## src/rtl/fetch_seq_pkg.sv

```systemverilog
// Shared types and default constants for the fetch sequencer.
//   state_t         : sequencer FSM states
//   *_DEF constants : default parameter values for fetch_sequencer
package fetch_seq_pkg;

  typedef enum logic [1:0] {
    IDLE  = 2'd0,
    RUN   = 2'd1,
    DRAIN = 2'd2,
    DONE  = 2'd3
  } state_t;

  localparam int PC_W_DEF         = 32;
  localparam int INSTR_STEP_DEF   = 1;
  localparam int DRAIN_CYCLES_DEF = 2;
  localparam int CNT_W_DEF        = 32;

endpackage

```

## src/rtl/sat_counter.sv

```systemverilog
// Saturating up-counter with synchronous clear.
//   clk, reset : clock, synchronous active-high reset
//   clear      : zero the count (wins over en)
//   en         : increment by one, sticking at all-ones
//   count      : current value
module sat_counter #(
  parameter int W = 32
) (
  input  logic         clk,
  input  logic         reset,
  input  logic         clear,
  input  logic         en,
  output logic [W-1:0] count
);

  always_ff @(posedge clk) begin
    if (reset || clear)
      count <= '0;
    else if (en && (count != '1))
      count <= count + W'(1);
  end

endmodule

```

## src/rtl/fetch_sequencer.sv

```systemverilog
// Fetch control: picks the PC register's next value (hold / step / branch
// redirect / program start), runs the start/done handshake, drains the
// pipeline on halt and keeps cycle and fetch counters.
//   clk, reset            : clock, synchronous active-high reset
//   start, start_pc       : program launch, accepted only in IDLE
//   pc_q                  : PC register output fed back
//   stall                 : decode hazard hold
//   branch_taken/_target  : execute redirect
//   halt                  : halt instruction decoded
//   next_pc               : PC register D input (combinational)
//   fetch_valid, flush    : fetch qualifier / younger-instruction squash
//   busy, done            : RUN|DRAIN indicator, one-cycle end pulse
//   cycle_count           : RUN + DRAIN cycles
//   fetch_count           : valid RUN fetches
module fetch_sequencer
  import fetch_seq_pkg::*;
#(
  parameter int PC_W         = PC_W_DEF,
  parameter int INSTR_STEP   = INSTR_STEP_DEF,
  parameter int DRAIN_CYCLES = DRAIN_CYCLES_DEF,
  parameter int CNT_W        = CNT_W_DEF
) (
  input  logic             clk,
  input  logic             reset,
  input  logic             start,
  input  logic [PC_W-1:0]  start_pc,
  input  logic [PC_W-1:0]  pc_q,
  input  logic             stall,
  input  logic             branch_taken,
  input  logic [PC_W-1:0]  branch_target,
  input  logic             halt,
  output logic [PC_W-1:0]  next_pc,
  output logic             fetch_valid,
  output logic             flush,
  output logic             busy,
  output logic             done,
  output logic [CNT_W-1:0] cycle_count,
  output logic [CNT_W-1:0] fetch_count
);

  // Drain counter needs at least one bit even when DRAIN_CYCLES is 0 or 1.
  localparam int DW = (DRAIN_CYCLES > 1) ? $clog2(DRAIN_CYCLES + 1) : 1;

  state_t        state;
  logic [DW-1:0] drain_cnt;

  // Next-PC mux; branch outranks stall since it resolves in an older stage.
  always_comb begin
    next_pc     = pc_q;
    fetch_valid = 1'b0;
    flush       = 1'b0;
    if (reset) begin
      next_pc = '0;
    end else begin
      case (state)
        IDLE: if (start) next_pc = start_pc;
        RUN: begin
          if (halt) begin
            fetch_valid = 1'b0;
          end else if (branch_taken) begin
            next_pc = branch_target;
            flush   = 1'b1;
          end else if (stall) begin
            fetch_valid = 1'b0;
          end else begin
            next_pc     = pc_q + PC_W'(INSTR_STEP);
            fetch_valid = 1'b1;
          end
        end
        default: ;
      endcase
    end
  end

  always_ff @(posedge clk) begin
    if (reset) begin
      state     <= IDLE;
      drain_cnt <= '0;
    end else begin
      case (state)
        IDLE: if (start) state <= RUN;
        RUN: begin
          if (halt) begin
            if (DRAIN_CYCLES == 0) begin
              state <= DONE;
            end else begin
              state     <= DRAIN;
              drain_cnt <= DW'(DRAIN_CYCLES);
            end
          end
        end
        DRAIN: begin
          drain_cnt <= drain_cnt - DW'(1);
          // <= guards against a stray zero count stranding the FSM
          if (drain_cnt <= DW'(1)) state <= DONE;
        end
        DONE:    state <= IDLE;
        default: state <= IDLE;
      endcase
    end
  end

  assign busy = !reset && ((state == RUN) || (state == DRAIN));
  assign done = !reset && (state == DONE);

  logic cnt_clear;
  assign cnt_clear = !reset && (state == IDLE) && start;

  sat_counter #(.W(CNT_W)) u_cycle_cnt (
    .clk   (clk),
    .reset (reset),
    .clear (cnt_clear),
    .en    (busy),
    .count (cycle_count)
  );

  sat_counter #(.W(CNT_W)) u_fetch_cnt (
    .clk   (clk),
    .reset (reset),
    .clear (cnt_clear),
    .en    ((state == RUN) && fetch_valid),
    .count (fetch_count)
  );

endmodule

```

## config.mk

```make
export PLATFORM = sky130hd
export DESIGN_NAME = fetch_sequencer
export DESIGN_NICKNAME = d
export VERILOG_FILES = /design/src/rtl/fetch_seq_pkg.sv /design/src/rtl/sat_counter.sv /design/src/rtl/fetch_sequencer.sv
export SDC_FILE = /design/constraint.sdc
export NUM_CORES = 1
export LEC_CHECK = 0
export CORE_ASPECT_RATIO = 1.2
export CORE_MARGIN = 2
export CORE_UTILIZATION = 44
export CTS_BUF_LIST = sky130_fd_sc_hd__clkbuf_16
export CTS_CLUSTER_DIAMETER = 100
export CTS_CLUSTER_SIZE = 16
export DETAILED_ROUTE_END_ITERATION = 10
export PLACE_DENSITY = 0.82
export SETUP_SLACK_MARGIN = 0.5
export SYNTH_ARGS = -nofsm -noshare
export SYNTH_HDL_FRONTEND = slang
export SYNTH_SLANG_ARGS = --single-unit
```

## constraint.sdc

```tcl
create_clock -name clk -period 3.5 [get_ports clk]
set_clock_uncertainty 0.05 [all_clocks]
set_input_delay 0.7 -clock clk [delete_from_list [all_inputs] [get_ports clk]]
set_output_delay 0.7 -clock clk [all_outputs]
set_load 0.02 [all_outputs]
```

# Word level (Yosys, flattened, before mapping)
# Index checks and enable logic that the tools add are counted.
[totals]
word_cells = 51
register_bits = 68
out_inout_bits = 100
in_bits = 102
[classes]
addsub = 4
reduce_logical = 14
n_mux = 20
eq_ne = 8
n_lt_le_gt_ge = 1
[op_table]
columns = ["operator", "n"]
rows = [
  ["32-bit two-way mux", 5],
  ["32-bit by 1-bit adder with 32-bit output (second input constant)", 3],
  ["32-bit inequality test (second input constant)", 2],
  ["32-bit case mux with 2 select lines", 1],
  ["1-bit two-way mux", 9],
  ["2-bit case mux with 4 select lines", 1],
  ["1-bit logical AND", 7],
  ["2-bit two-way mux", 3],
  ["2-bit inequality test (second input constant)", 3],
  ["2-bit == test (second input constant)", 2],
  ["2-bit case mux with 2 select lines", 1],
  ["3-bit AND reduction", 1],
  ["2-bit by 1-bit == test with 1-bit output (second input constant)", 1],
  ["2-bit by 1-bit <= comparator with 1-bit output (second input constant)", 1],
  ["2-bit logical NOT", 1],
  ["1-bit logical OR", 2],
  ["2-bit AND reduction", 1],
  ["2-bit nonzero test", 1],
  ["2-bit by 1-bit subtractor with 2-bit output (second input constant)", 1],
  ["1-bit logical NOT", 1],
]

# Longest topological paths before layout
[depth]
depth_word = 7
ltp_mapped = 9
depth_no_buf = 8

# Cells and area by module
# From an unflattened synthesis, not the netlist that was laid out.
[hier_totals]
cells_unflattened = 722
area_unflattened_um2 = 5601.6
[modules_own_cells]
columns = ["module", "cells_per_inst", "instances", "seq_area_each_um2", "area_each_um2"]
rows = [
  ["sat_counter", 189, 2, 640.6, 1681.6],
  ["fetch_sequencer", 344, 1, 80.1, 2238.4],
]

# Worst setup path after synthesis
# OpenSTA, ideal clock, no wires.
[synth_timing]
path_type = "input port to output port"
from = "in pc_q[5]"
to = "out next_pc[30]"
path_stages = 7
t_arrival_ns = 2.648
path_buffers = 1
path_slack_ns = 0.102
t_required_ns = 2.750
path_cell_list = "clkbuf_2 > nand4_1 > or4_1 > nor3_1 > a21oi_1 > o211a_1 > a311oi_1"
[synth_between]
elab_chain_len = 6
[synth_lines]
columns = ["element", "line", "rtl"]
rows = [
  ["start: declaration", "fetch_sequencer.sv:27", "input logic [PC_W-1:0] pc_q,"],
  ["32-bit by 1-bit adder with 32-bit output", "fetch_sequencer.sv:66", "next_pc = pc_q + PC_W'(INSTR_STEP);"],
  ["32-bit two-way mux", "fetch_sequencer.sv:63", "end else if (stall) begin"],
  ["32-bit two-way mux", "fetch_sequencer.sv:60", "end else if (branch_taken) begin"],
  ["32-bit two-way mux", "fetch_sequencer.sv:58", "if (halt) begin"],
  ["32-bit case mux with 2 select lines", "fetch_sequencer.sv:55", "case (state)"],
  ["32-bit two-way mux", "fetch_sequencer.sv:52", "if (reset) begin"],
  ["end: declaration", "fetch_sequencer.sv:32", "output logic [PC_W-1:0] next_pc,"],
]
# Every way passes these cells.

# Worst setup path after layout
[layout_timing]
from = "in pc_q[5]"
to = "out next_pc[28]"
# The elaborated chain is that of the path after synthesis.

==> flow_summary.ini <==
[run_status]
status = finished clean

[clock_network]
cts_buffers = 9
cts_tree = built
root_buffer = clkbuf_16
cts_sinks = 68
htree_num_levels = 3
clk_path_buf_depth = 2
worstSkewPairLatency_ns = 0.34
cts.clk_slew.worst_paths_ns = 0.05

[logic_synthesis]
synth_fp_nets = 754
synth_cell_type_count = 54
syn-cell-area_um2 = 4820
synth.avg_cell_area_um2 = 7.49
synthArstFlopShare_pct = 0
synth.yosys.seq_area_share_pct = 28.2
synth_warnings = 0
synth_edf_count = 0
ys_seq_elements = 68
syn_inst = 644
ys.flop_type = dfxtp_1

[floorplan]
die_h_um = 119
start_util_pct = 45.4
coreArea_um2 = 10600
row_count = 41
die_area_um2 = 11800
die_w_um = 99.6
io_pins = 202

[setup_path]
worstPathMaxFanout = 3
worstSetupEndpointType = primary output
cp.required_ns = 2.75
worst_ep_arrival_time_ns = 2.45
cp-start-kind = input port
r2r_cells = 10
critPathKind = in -> out

[timing]
period_share_pct = 91.4
hold_violations = 0
relSlewSlack_pct = 20.4
fmax_mhz = 313
rsz0062_at_grt = true
drv_slew = 0
worstMarginPinSlew_ns = 1.19
setup_viol_count_final = 0
fin_crit_ns = 3.20
hold_slack_ns = 0.462

[finish]
nFillCells = 786
drive_above_1_share_pct = 24.8
nets = 1026
layout_common_cells = clkdlybuf4s50_1, nor2_1, buf_4
final_common_cell = clkdlybuf4s50_1
multi_input_comb_area_um2 = 3610
seqCellArea_um2 = 1360
area_delta_synth_final_pct = 68.1

[pwr]
p_sw_w = 0.00135
p_sw_share_pct = 38.6
internal_power_w = 0.00214
p_clk_share_pct = 25.7
p_per_area_nw_per_um2 = 431
leakage_nw = 3.13
seq_power_share_pct = 23.7
vdd_drop_max_v = 0.000312
combPwrFrac_pct = 50.6
fin_total_pwr_w = 0.00349

[drt]
vias = 6263
drt_wl_total_um = 19000
wire_per_inst_um = 18.0
drc = 0
ant_nets = 0
drt_iter0_drc = 384
firstDrtPassIters = 7
via_per_inst = 5.95

[global_route]
globalRouteOverflowTotal = 0
grt_pass1_vias = 6099
antenna_found_initial = 2
grt_max_degree = 65
grt_usage_pct = 30.7
grt_pass1_wl_um = 29700

[min_path]
hold_path.class = reg -> reg
worstHoldPathCells = 2

[placement]
gp_congestion = 0.929
numPortBuffers = 201
post-dp-hpwl_um = 14000

[job]
drv_cap = 0
[cells by family after synthesis]
| group | after synthesis | synth area share (%) |
|---|---|---|
| AND/OR/NAND/NOR | 322 | 34.6 |
| AO/OA/AOI/OAI | 120 | 16.6 |
| XOR/XNOR | 75 | 13.6 |
| flip-flops | 68 | 28.2 |
| buffers and inverters | 45 | 3.58 |
| adder cells (fa/ha/maj) | 8 | 2.07 |
| multiplexers | 6 | 1.27 |
[cell type report]
class,instances,area share [%]
Timing Repair Buffer,295,32.5
Sequential cell,68,16.8
Inverter,11,0.540
Multi-Input combinational cell,531,44.5
Clock inverter,7,0.833
Tap cell,129,1.99
Antenna cell,2,0.0617
Clock buffer,9,2.78
[layer usage]
metal / up-vias / wire length, um / track usage (%)
li1: 2890 / - / -
met1: 2947 / 7250 / 36.1
met2: 364 / 9460 / 54.0
met3: 62 / 1590 / 5.97
met4: 0 / 687 / 12.5
met5: - / 0 / 0
[critical path, stage by stage]
cell and delay (ns):
buf_6 0.07, nand4_1 0.14, or4_4 0.61, buf_6 0.14
buf_6 0.12, nor4_4 0.14, xor2_1 0.18, nor2_1 0.08
o22ai_2 0.12, buf_6 0.14
[power groups by stage]
stage	clock network, W	registers, W	logic [W]
after global routing	0.000939	0.000831	0.00189
after global placement	0	0.000835	0.00169
after CTS	0.000895	0.000820	0.00168
after detailed placement	0	0.000836	0.00170
final	0.000896	0.000828	0.00177
after floorplan	0	0.000837	0.000889
[flip-flops by register name, summed over array words and instances (netlist names)]
register           flops
u_cycle_cnt.count     32
u_fetch_cnt.count     32
drain_cnt              2
state                  2
[final timing paths]
path / startpoint / slack (ns) / end
setup / recovery: pc_q[5] / 0.30 / next_pc[28]
hold / removal: u_fetch_cnt.count[31]$_SDFFE_PP0P_ / 0.46 / u_fetch_cnt.count[31]$_SDFFE_PP0P_
setup reg to reg: state[1]$_SDFFE_PP0P_ / 0.75 / u_fetch_cnt.count[30]$_SDFFE_PP0P_
hold reg to reg: u_fetch_cnt.count[31]$_SDFFE_PP0P_ / 0.46 / u_fetch_cnt.count[31]$_SDFFE_PP0P_
[metrics by stage]
stage	worst slack (ns)	util (%)	setup TNS, ns	area [um^2]	std cells
detailed placement	-0.630	71.1	-10.18	7550	1022
global placement	-0.556	71.1	-9.74	7550	1022
floorplan	0.363	-	0	4870	644
finish	0.300	76.4	0	8110	1052
CTS	0.268	75.1	0	7970	1045
global route	0.214	76.4	0	8110	1052
[synthesized netlist by cell type (7+ instances only)]
master	number	area share [%]
dfxtp_1	68	28
and4_1	13	2.4
nor2b_1	7	0.91
a222oi_1	8	1.7
clkbuf_1	25	1.9
a21oi_1	16	1.7
inv_1	10	0.78
nor2_1	95	7.4
nand4_1	36	4.7
and2_1	8	1.0
nor3_1	12	1.2
o21ai_0	36	3.7
o22ai_1	17	2.2
or3_1	9	1.2
xnor2_1	23	4.2
and3_1	23	3.0
nand3_1	39	4.0
a22oi_1	17	2.6
xor2_1	52	9.4
nand2_1	51	4.0
ha_1	8	2.1
[repair_timing]
action | in CTS | in global routing
pin swaps | 34 | 27
resized for setup | 287 | 53
hold buffers | 0 | 0
setup endpoints to repair | 43 | 40
buffers inserted | 7 | 5
Power figures use the tool's default switching activity.
